File: config.mk
export PLATFORM = sky130hd
export DESIGN_NAME = mem_bist_initiator
export DESIGN_NICKNAME = d
export VERILOG_FILES = /design/src/rtl/mem_pkg.sv /design/src/rtl/mem_os_tracker.sv /design/src/rtl/mem_bist_initiator.sv
export SDC_FILE = /design/constraint.sdc
export NUM_CORES = 1
export LEC_CHECK = 0
export CAP_MARGIN = 15
export CELL_PAD_IN_SITES_DETAIL_PLACEMENT = 1
export CELL_PAD_IN_SITES_GLOBAL_PLACEMENT = 1
export CORE_AREA = 2 2 154 156
export CTS_CLUSTER_SIZE = 30
export DETAILED_ROUTE_END_ITERATION = 16
export DIE_AREA = 0 0 156 158
export DONT_BUFFER_PORTS = 1
export PLACE_DENSITY_LB_ADDON = 0.1
export REMOVE_ABC_BUFFERS = 1
export SYNTH_ARGS = -nofsm -noshare
export SYNTH_HDL_FRONTEND = slang
export SYNTH_SLANG_ARGS = --single-unit
File: constraint.sdc
create_clock -name clk_i -period 4.9 [get_ports clk_i]
set_clock_uncertainty 0.05 [all_clocks]
set_input_delay 0.98 -clock clk_i [delete_from_list [all_inputs] [get_ports clk_i]]
set_output_delay 0.98 -clock clk_i [all_outputs]
set_load 0.02 [all_outputs]
File: src/rtl/mem_pkg.sv
// Shared types for the single-port memory request/response protocol
// and the BIST initiator that drives it.
package mem_pkg;

  typedef enum logic {
    REQ_RD = 1'b0,
    REQ_WR = 1'b1
  } req_typ_e;

  typedef enum logic [2:0] {
    IDLE,
    WRITE,
    WDRAIN,
    READ,
    RDRAIN,
    DONE
  } bist_state_e;

endpackage

File: src/rtl/mem_os_tracker.sv
// Outstanding-request counter: +1 per accepted request,
// -1 per consumed response, with full/empty flags.
module mem_os_tracker #(
  parameter int MAX_OUTSTANDING = 2,
  parameter int CW = $clog2(MAX_OUTSTANDING + 1)
) (
  input  logic          clk_i,
  input  logic          rst_ni,
  input  logic          inc_i,
  input  logic          dec_i,
  output logic [CW-1:0] cnt_o,
  output logic          full_o,
  output logic          empty_o
);

  logic [CW-1:0] r_cnt;

  // simultaneous inc and dec cancel out
  always_ff @(posedge clk_i or negedge rst_ni) begin
    if (!rst_ni) begin
      r_cnt <= '0;
    end else begin
      unique case ({inc_i, dec_i})
        2'b10:   r_cnt <= r_cnt + 1'b1;
        2'b01:   r_cnt <= r_cnt - 1'b1;
        default: r_cnt <= r_cnt;
      endcase
    end
  end

  assign cnt_o   = r_cnt;
  assign full_o  = (r_cnt == CW'(MAX_OUTSTANDING));
  assign empty_o = (r_cnt == '0);

endmodule

File: src/rtl/mem_bist_initiator.sv
// BIST master: writes seed+k over a wrapping address window,
// reads it back and reports pass, error count and first bad address.
module mem_bist_initiator
  import mem_pkg::*;
#(
  parameter int DATA_WIDTH      = 32,
  parameter int MEM_SIZE        = 128,
  parameter int MAX_OUTSTANDING = 2,
  localparam int ADDR_WIDTH     = $clog2(MEM_SIZE)
) (
  input  logic                  clk_i,
  input  logic                  rst_ni,
  input  logic                  start_i,
  input  logic [ADDR_WIDTH-1:0] base_addr_i,
  input  logic [ADDR_WIDTH:0]   len_i,
  input  logic [DATA_WIDTH-1:0] seed_i,
  output logic                  busy_o,
  output logic                  done_o,
  output logic                  pass_o,
  output logic [ADDR_WIDTH:0]   err_cnt_o,
  output logic [ADDR_WIDTH-1:0] first_err_addr_o,
  output logic                  req_val_o,
  output logic                  req_typ_o,
  output logic [ADDR_WIDTH-1:0] req_addr_o,
  output logic [DATA_WIDTH-1:0] req_data_o,
  input  logic                  req_rdy_i,
  input  logic                  rsp_val_i,
  input  logic [DATA_WIDTH-1:0] rsp_data_i,
  output logic                  rsp_rdy_o
);

  localparam int AW = ADDR_WIDTH;
  localparam int LW = ADDR_WIDTH + 1;
  localparam int CW = $clog2(MAX_OUTSTANDING + 1);

  bist_state_e     r_state;
  logic [AW-1:0]   r_base;
  logic [LW-1:0]   r_len;
  logic [DATA_WIDTH-1:0] r_seed;
  logic [LW-1:0]   r_iss;
  logic [LW-1:0]   r_chk;
  logic [LW-1:0]   r_err_cnt;
  logic [AW-1:0]   r_first_err;
  logic            r_pass;
  logic            r_busy;
  logic            r_done;

  logic [CW-1:0]   w_os;
  logic            w_full;
  logic            w_empty;
  logic            w_active;
  logic            w_is_wr;
  logic            w_req_val;
  logic            w_req_fire;
  logic            w_rsp_fire;
  logic            w_last_iss;
  logic            w_chk_fire;
  logic            w_mis;
  logic [DATA_WIDTH-1:0] w_exp;

  mem_os_tracker #(
    .MAX_OUTSTANDING(MAX_OUTSTANDING),
    .CW             (CW)
  ) u_os (
    .clk_i  (clk_i),
    .rst_ni (rst_ni),
    .inc_i  (w_req_fire),
    .dec_i  (w_rsp_fire),
    .cnt_o  (w_os),
    .full_o (w_full),
    .empty_o(w_empty)
  );

  // request side is a pure function of state and issue index,
  // so it cannot change while stalled
  assign w_active   = (r_state == WRITE) || (r_state == READ);
  assign w_is_wr    = (r_state == WRITE);
  assign w_req_val  = w_active && !w_full && (r_iss < r_len);
  assign w_req_fire = w_req_val && req_rdy_i;
  assign w_rsp_fire = rsp_val_i && !w_empty;
  assign w_last_iss = w_req_fire && (r_iss == r_len - 1'b1);

  // reads are only issued after writes drain, so any response
  // seen in the read phases belongs to a read
  assign w_chk_fire = w_rsp_fire &&
                      ((r_state == READ) || (r_state == RDRAIN));
  assign w_exp      = r_seed + DATA_WIDTH'(r_chk);
  assign w_mis      = w_chk_fire && (rsp_data_i != w_exp);

  assign req_val_o  = w_req_val;
  assign req_typ_o  = w_is_wr ? REQ_WR : REQ_RD;
  assign req_addr_o = r_base + r_iss[AW-1:0];
  assign req_data_o = w_is_wr ? (r_seed + DATA_WIDTH'(r_iss))
                              : '0;
  assign rsp_rdy_o  = !w_empty;

  assign busy_o           = r_busy;
  assign done_o           = r_done;
  assign pass_o           = r_pass;
  assign err_cnt_o        = r_err_cnt;
  assign first_err_addr_o = r_first_err;

  // main sequencer with registered status outputs
  always_ff @(posedge clk_i or negedge rst_ni) begin
    if (!rst_ni) begin
      r_state     <= IDLE;
      r_base      <= '0;
      r_len       <= '0;
      r_seed      <= '0;
      r_iss       <= '0;
      r_chk       <= '0;
      r_err_cnt   <= '0;
      r_first_err <= '0;
      r_pass      <= 1'b0;
      r_busy      <= 1'b0;
      r_done      <= 1'b0;
    end else begin
      if (w_chk_fire) begin
        r_chk <= r_chk + 1'b1;
        if (w_mis) begin
          r_err_cnt <= r_err_cnt + 1'b1;
          if (r_err_cnt == '0)
            r_first_err <= r_base + r_chk[AW-1:0];
        end
      end
      unique case (r_state)
        IDLE: begin
          if (start_i) begin
            r_base      <= base_addr_i;
            r_len       <= len_i;
            r_seed      <= seed_i;
            r_iss       <= '0;
            r_chk       <= '0;
            r_err_cnt   <= '0;
            r_first_err <= '0;
            r_pass      <= 1'b0;
            if (len_i == '0) begin
              r_state <= DONE;
              r_done  <= 1'b1;
              r_pass  <= 1'b1;
            end else begin
              r_state <= WRITE;
              r_busy  <= 1'b1;
            end
          end
        end
        WRITE: begin
          if (w_req_fire) r_iss <= r_iss + 1'b1;
          if (w_last_iss) r_state <= WDRAIN;
        end
        WDRAIN: begin
          if (w_empty) begin
            r_iss   <= '0;
            r_state <= READ;
          end
        end
        READ: begin
          if (w_req_fire) r_iss <= r_iss + 1'b1;
          if (w_last_iss) r_state <= RDRAIN;
        end
        RDRAIN: begin
          if (w_empty && (r_chk == r_len)) begin
            r_state <= DONE;
            r_done  <= 1'b1;
            r_busy  <= 1'b0;
            r_pass  <= (r_err_cnt == '0);
          end
        end
        DONE: begin
          r_done  <= 1'b0;
          r_state <= IDLE;
        end
        default: r_state <= IDLE;
      endcase
    end
  end

endmodule

## Yosys cells after proc, flatten, opt, wreduce, memory -nomap -nowiden

Index checks and enable logic that the tools add are counted.

| storage, ports and cells | value |
|---|---|
| register bits after elaboration | 86 |
| input port bits | 84 |
| logic and storage cells | 107 |

| operators by class | value |
|---|---|
| add/sub/neg operators | 10 |
| magnitude comparators | 1 |
| equality and inequality tests | 19 |
| mux-type cells | 38 |
| reduce and logical (&&, ||, !) cells | 27 |

Operators with widths:

| cell | count |
|---|---|
| 8-bit 2-to-1 mux | 10 |
| 32-bit by 8-bit adder with 32-bit output | 2 |
| 7-bit 2-to-1 mux | 5 |
| 32-bit 2-to-1 mux | 1 |
| 32-bit != test | 1 |
| 8-bit by 1-bit adder with 8-bit output (second input constant) | 3 |
| 8-bit one-hot mux with 3 select lines | 1 |
| 3-bit 2-to-1 mux | 6 |
| 8-bit equality test | 2 |
| 8-bit zero test | 2 |
| 3-bit one-hot mux with 5 select lines | 1 |
| 7-bit adder | 2 |
| 4-bit AND reduction | 3 |
| 1-bit 2-to-1 mux | 10 |
| 2-bit != test (second input constant) | 5 |
| 1-bit logical AND | 8 |
| 8-bit < comparator | 1 |
| 8-bit by 1-bit subtractor with 8-bit output (second input constant) | 1 |
| 3-bit by 2-bit equality test with 1-bit output (second input constant) | 2 |
| 3-bit equality test (second input constant) | 2 |
| 2-bit by 1-bit != test with 1-bit output (second input constant) | 3 |
| 3-bit nonzero test | 2 |
| 5-bit AND reduction | 1 |
| 2-bit equality test (second input constant) | 2 |
| other kinds (15) | 19 |

## Depth between registers and ports, before layout

Gate-level depths: netlist (run 1).

| depth | value |
|---|---|
| word-level depth | 9 |
| gate-level depth with buffers | 12 |

## Hierarchy

Synthesis (run 1) repeated with hierarchy kept, for this count alone.

| second synthesis, totals | value |
|---|---|
| cell total of the unflattened synthesis | 856 |
| area, all modules | 6,851.6 um2 |

Modules (own cells, without submodules):

| module | instances | cells each | area each (um2) |
|---|---|---|---|
| mem_bist_initiator | 1 | 846 | 6,742.7 |
| mem_os_tracker | 1 | 10 | 108.9 |

## Worst setup path after synthesis (run 1)

Ideal clock, no wire load.

| timing path | value |
|---|---|
| kind | flip-flop to output port |
| start point | reg r_iss[0] |
| end point | out req_data_o[22] |
| data arrival time | 2.780 ns |
| required time | 3.870 ns |
| setup slack | 1.090 ns |
| stages on the path, launching flop included | 13 |
| cells stage by stage | dfrtp_1 ha_1 fa_1 a21o_1 a21oi_1 o21bai_1 a21oi_1 o21bai_1 a21oi_1 clkbuf_1 nor3b_1 xnor2_1 nor2_1 |

| between the ends | value |
|---|---|
| word-level cells in the longest chain between the ends | 2 |

RTL lines:

| element | line | source |
|---|---|---|
| start, declared | mem_bist_initiator.sv:40 | `logic [LW-1:0] r_iss;` |
| start signal, assigned | mem_bist_initiator.sv:148 | `if (w_req_fire) r_iss <= r_iss + 1'b1;` |
| start signal, assigned | mem_bist_initiator.sv:158 | `if (w_req_fire) r_iss <= r_iss + 1'b1;` |
| 32-bit by 8-bit adder with 32-bit output | mem_bist_initiator.sv:93 | `assign req_data_o = w_is_wr ? (r_seed + DATA_WIDTH'(r_iss))` |
| 32-bit 2-to-1 mux | mem_bist_initiator.sv:93 |  |
| end, declared | mem_bist_initiator.sv:25 | `output logic [DATA_WIDTH-1:0] req_data_o,` |

No other way between the ends.

## Final worst setup path (run 1)

| timing path | value |
|---|---|
| start point | reg r_iss[0] |
| end point | out req_data_o[24] |

Same word-level chain as after synthesis.

==> results of run 1 <==
kinds of logic (layout without fill, tap and decap cells):
group	Yosys count	after routing	synth area share (%)
AO/OA/AOI/OAI	143	143	13.1
XOR/XNOR	111	111	14.5
adder cells (fa/ha/maj)	46	46	8.89
buffers and inverters	70	54	4.10
flip-flops	86	86	31.6
multiplexers	12	12	1.76
AND/OR/NAND/NOR	377	377	26.1
worst register-to-register path: cells and delay by family, from the launching register on:
family                     cells  cell delay (ns)
AOI/OAI and AO/OA              3             1.42
and+or+nand+nor                4             1.10
DFF                            1             0.55
adders and majority gates      1             0.30
muxes                          1             0.19
xor gates and xnor gates       1             0.15
final timing paths:
check | end | depth (start not counted)
max in group asynchronous | r_seed[24] | 0
setup reg to reg | err_cnt_o[5] | 10
hold / removal | r_seed[15] | 0
hold reg to reg | u_os.cnt_o[1] | 1
setup / recovery | req_data_o[24] | 12
min in group clk_i | u_os.cnt_o[1] | 1
final cells by class:
class                           count  area, um^2
Inverter                           32         120
Clock inverter                      7         120
Multi-Input combinational cell    689        4380
Fill cell                        2781       15600
Clock buffer                        9         225
Sequential cell                    86        2150
Timing Repair Buffer                6        57.6
Tap cell                          290         363
power by group:
group	switching (mW)	internal [mW]	leakage [nW]
Sequential	0.509	0.946	1.09
Clock	0.326	0.502	0.166
Combinational	1.43	0.834	2.01
Total	2.27	2.28	3.27
stage by stage:
stage	cells	worst slack [ns]	instance area, um^2	util [%]	hold slack, ns
floorplan	807	1.00	6650	-	0.406
CTS	1118	0.661	7400	32.1	0.258
global route	1119	0.421	7420	32.2	0.256
global placement	1102	1.10	7060	30.6	0.426
detailed placement	1102	1.05	7060	30.6	0.440
finish	1119	0.699	7420	32.2	0.273
cells in the final DEF, fill, tap and decap left out, types with 4 or more instances in the layout:
| master | count |
|---|---|
| o211ai_1 | 5 |
| nor2b_1 | 5 |
| fa_1 | 4 |
| and3_1 | 10 |
| nor3_1 | 22 |
| a21o_1 | 8 |
| buf_4 | 5 |
| clkbuf_16 | 9 |
| nand4_1 | 18 |
| inv_1 | 31 |
| xnor2_1 | 64 |
| nand3_1 | 23 |
| o21ai_0 | 44 |
| and2_1 | 9 |
| o21bai_1 | 7 |
| xor2_1 | 46 |
| dfrtp_1 | 86 |
| nand2b_1 | 4 |
| nor4_1 | 14 |
| nand2_1 | 178 |
| a21oi_1 | 39 |
| ha_1 | 42 |
| or3_1 | 6 |
| mux2i_1 | 12 |
| o31ai_1 | 4 |
| nor2_1 | 63 |
| a211oi_1 | 9 |
| a31oi_1 | 4 |
per-layer routing:
layer  part of all wire [%]  routed length [um]  track usage [%]
met1                     45               10400             24.3
met2                     49               11300             32.9
met3                    5.1                1170             4.38
met4                    1.1                 250             4.15
met5                      0                   0                0
state kept, by name (all words and copies together) (netlist names):
name	cells
pass_o	1
r_base	7
u_os.cnt_o	2
r_seed	32
r_len	8
busy_o	1
first_err_addr_o	7
r_chk	8
done_o	1
err_cnt_o	8
r_state	3
r_iss	8
==> impl_results.md, run 1 <==
- Run status: complete, no violations
- Max Freq: 0.238 GHz
- Most used cell, CP: a21oi_1
- Crit. Startpoint: r_iss[0]
- Post-DP HPWL: 17800 um
- Share of the synthesized area in the top cell type: 31.6%
- Hold Buf Count CTS: 0
- Worst Hold Class: in -> async
- Cells after Synth: 845
- Async SR Flop Fraction: 100%
- Worst-margin pin slew: 0.991 ns
- Cell Chain, Critical Path: ha_1, fa_1, a21o_1, a21oi_1, o21bai_1, a21oi_1, o21bai_1, a21oi_1, buf_4, nor4_1, xnor2_1, nor2_1
- Final Max Slew Viols: 0
- Bufs and invs on worst path: 1
- P per Cell Area: 613 mW/mm^2
- Max Fanout on Critical Path: 14
- VDD IR max: 0.270 mV
- GRT overflow: 0
- Layout cell share with drive strength beyond 1: 4.46%
- Die Area: 0.0246 mm^2
- Yosys cell types: 62
- Area Growth Syn to Fin: 9.00%
- Mapped Area: 0.00681 mm^2
- Setup bufs post-CTS: 0
- Final setup violating endpoints: 0
- EDFF count, synth: 0
- Post-synth top flop: dfrtp_1
- Sequential share of the synthesized area: 31.6%
- CP delay by family, top: compound AO/OA/AOI/OAI gates
- Fin crit period: 4.20 ns
- Synth top area cells: dfrtp_1, nand2_1, xnor2_1, ha_1, xor2_1
- Root Buffer: clkbuf_16
- Fin crit share: 85.7%
- Clk slew on worst S/H paths: 0.07 ns
- Avg Inst Size Synth: 8.06 um^2
- Nets: 954
- Element type at the critical path start: flip-flop
- Cts repair resizes: 0
- Total power: 4.55 mW
- Crit path largest cell delay: 0.44 ns
- H-tree Lvls: 3
- Path type of the worst setup path: reg -> out
- Initial antenna violation count: 0
- Fin Setup TNS: 0 ns
- Critical path required time: 3.87 ns
- Initial Util: 29.5%
- Most frequent cell after synthesis: nand2_1
- Vias after detailed routing: 5909
- N_diodes: 0
- Row count: 56
- Largest net degree at the start of global routing: 87
- CORE AREA: 0.0231 mm^2
- LEAKAGE: 3.27 nW
- Antenna Nets Post-Route: 0
- Num CTS Buffers: 9
- CP endpoint kind: primary output
- R2R Path Start: r_chk[1]
- Die width: 156 um
- DR WL/cell: 20.6 um
- Tot GR Track Use: 19.0%
- DRC violations left: 0
- Via density: 5.28
- I/O Buffers: 0
- Largest area contributor in the netlist: dfrtp_1
- YS warnings: 0
- Post-Route WL: 23100 um
- Drt first pass iters: 4
- Max Cap Viol: 0
- R2r setup slk: 1.08 ns
- RePlAce Congestion: 0.815
- # clock sinks: 86
- Max Buffers Root-to-Sink: 2
- Synth top cells by count: nand2_1, dfrtp_1, xnor2_1, nor2_1, xor2_1
- Relative slew slack: 34.0%
- CTS tree: yes
- Crit path arrival time: 3.17 ns
- Fin. Hold Viols: 0
- Initial drt markers: 245
- Clock latency at the later pin of the worst-skew pair: 0.35 ns
- Ports: 144
- Vias in the first global route: 6367
- Die Y-Extent: 158 um
- Worst-path cell with the longest stage delay: dfrtp_1
- First-pass GRT wire length: 36400 um
- Synthesis-stage register bit count: 86
- RSZ-0062 raised after global routing: false
No activity file was read; power rests on OpenSTA's default activity.
==> run 2: changes to the inputs <==
Settings changed: GPL_TIMING_DRIVEN set to 0, PLACE_DENSITY_LB_ADDON 0.1 to 0.08.
==> run 2 against run 1 <==
  * First-iteration DRC count down 6.1%
  * Worst hold slack worse by 0.0010 ns
  * Cell count down 0.18%
  * Die area unchanged
  * Power down 1.6%
  * Sequential power about the same
  * Count of clock-buffer cells in the layout unchanged
  * Setup slack worse by 0.26 ns
  * Clock power down 6.2%
  * Sequential share of layout area about the same
  * Fmax down 5.9%
  * Critical endpoint unchanged
==> impl_results.md, run 2 (synthesis gave the netlist of run 1 again) <==
- Vias after detailed routing: 5925
- Max Buffers Root-to-Sink: 2
- DR WL/cell: 20.4 um
- Hold Buf Count CTS: 0
- Design area: 0.00741 mm^2
- CTS tree: yes
- Commonest non-fill, non-tap cell in the layout: nand2_1
- Tot GR Track Use: 18.7%
- R2R Path End: err_cnt_o[5]
- Pre-CTS setup slack: 0.258 ns
- Drt first pass iters: 4
- N_diodes: 0
- Area Growth Syn to Fin: 8.88%
- CP endpoint kind: primary output
- Worst Hold Class: in -> async
- R2r setup slk: 0.94 ns
- DP Area: 0.00708 mm^2
- Max Fanout on Critical Path: 14
- Biggest register: r_seed
- Final Max Slew Viols: 0
- P per Cell Area: 604 mW/mm^2
- Vias in the first global route: 6290
- Die Y-Extent: 158 um
- LEAKAGE: 3.25 nW
- First-pass GRT wire length: 35600 um
- DRC violations left: 0
- CORE AREA: 0.0231 mm^2
- CP Capture Point: req_data_o[24]
- Initial drt markers: 230
- VDD IR max: 0.276 mV
- Final setup violating endpoints: 0
- Crit. Startpoint: r_iss[0]
- Max Freq: 0.224 GHz
- Fin crit period: 4.46 ns
- Layout cell share with drive strength beyond 1: 4.35%
- Setup bufs post-CTS: 0
- Num CTS Buffers: 9
- Post-DP HPWL: 17700 um
- Run status: complete, no violations
- Crit path arrival time: 3.43 ns
- H-tree Lvls: 3
- Most frequent cells in the layout: nand2_1, dfrtp_1, xnor2_1
- RePlAce Congestion: 0.848
- Fin crit share: 91.1%
- Clk slew on worst S/H paths: 0.07 ns
- GRT overflow: 0
- Row count: 56
- Clock latency at the later pin of the worst-skew pair: 0.35 ns
- Root Buffer: clkbuf_16
- Path type of the worst setup path: reg -> out
- Via density: 5.30
- Cts repair resizes: 1
- I/O Buffers: 0
- Element type at the critical path start: flip-flop
- Largest net degree at the start of global routing: 87
- # clock sinks: 86
- Post-Route WL: 22800 um
- Relative slew slack: 38.9%
- Max Cap Viol: 0
- Initial Util: 29.5%
- Antenna Nets Post-Route: 0
- R2R cell count: 11
- Nets: 952
- Worst-margin pin slew: 0.910 ns
- Die width: 156 um
- Initial antenna violation count: 0
- Die Area: 0.0246 mm^2
- Ports: 144
- Largest register FFs: 32
- Final setup margin: 0.437 ns
- RSZ-0062 raised after global routing: false
- Critical path required time: 3.87 ns
- Fin. Hold Viols: 0
- Fin Setup TNS: 0 ns
- R2R Path Start: r_chk[0]
-- run 2: cell type report --
cell class	count	area [um^2]
Multi-Input combinational cell	689	4400
Clock inverter	7	97.6
Timing Repair Buffer	4	60.1
Fill cell	2724	15600
Clock buffer	9	225
Sequential cell	86	2150
Tap cell	290	363
Inverter	32	120
-- run 2: report_power, final --
group          internal (mW)  switching (mW)  total, mW
Clock                  0.450           0.327      0.777
Combinational          0.827            1.41       2.24
Sequential             0.946           0.514       1.46
-- run 2: critical path: stages (launching register included) --
cell      delay, ns
dfrtp_1        0.48
ha_1           0.26
fa_1           0.40
a21o_1         0.18
a21oi_1        0.23
o21bai_1       0.10
a21oi_1        0.24
o21bai_1       0.14
a21oi_4        0.42
nor4_1         0.14
xnor2_1        0.15
nor2_1         0.33
-- run 2: how the worst min path moves through the flow --
stage                              from       endpoint  slack [ns]  cells after the start
after floorplan           u_os.cnt_o[1]  u_os.cnt_o[1]        0.41                      1
after global placement    u_os.cnt_o[1]  u_os.cnt_o[1]        0.43                      1
after detailed placement  u_os.cnt_o[1]  u_os.cnt_o[1]        0.43                      1
after CTS                        rst_ni     r_seed[30]        0.26                      0
after global routing             rst_ni  u_os.cnt_o[0]        0.25                      0
final                            rst_ni     r_seed[30]        0.27                      0
-- run 2: layer usage --
| layer | part of all wire [%] | global-route usage [%] | up-vias |
|---|---|---|---|
| met1 | 46 | 24.1 | 2926 |
| met2 | 48 | 32.4 | 127 |
| met3 | 4.2 | 3.26 | 24 |
| met4 | 1.5 | 5.16 | 0 |
| met5 | 0 | 0 | - |
| li1 | - | - | 2848 |
-- run 2: through the flow --
stage	utilization (%)	hold slack [ns]	total power, mW	cells
2_1_floorplan	-	0.406	3.11	807
3_3_place_gp	30.4	0.425	3.65	1097
3_5_place_dp	30.7	0.433	3.74	1101
4_1_cts	32.1	0.259	4.56	1117
5_1_grt	32.2	0.255	4.87	1117
6_report	32.2	0.272	4.48	1117
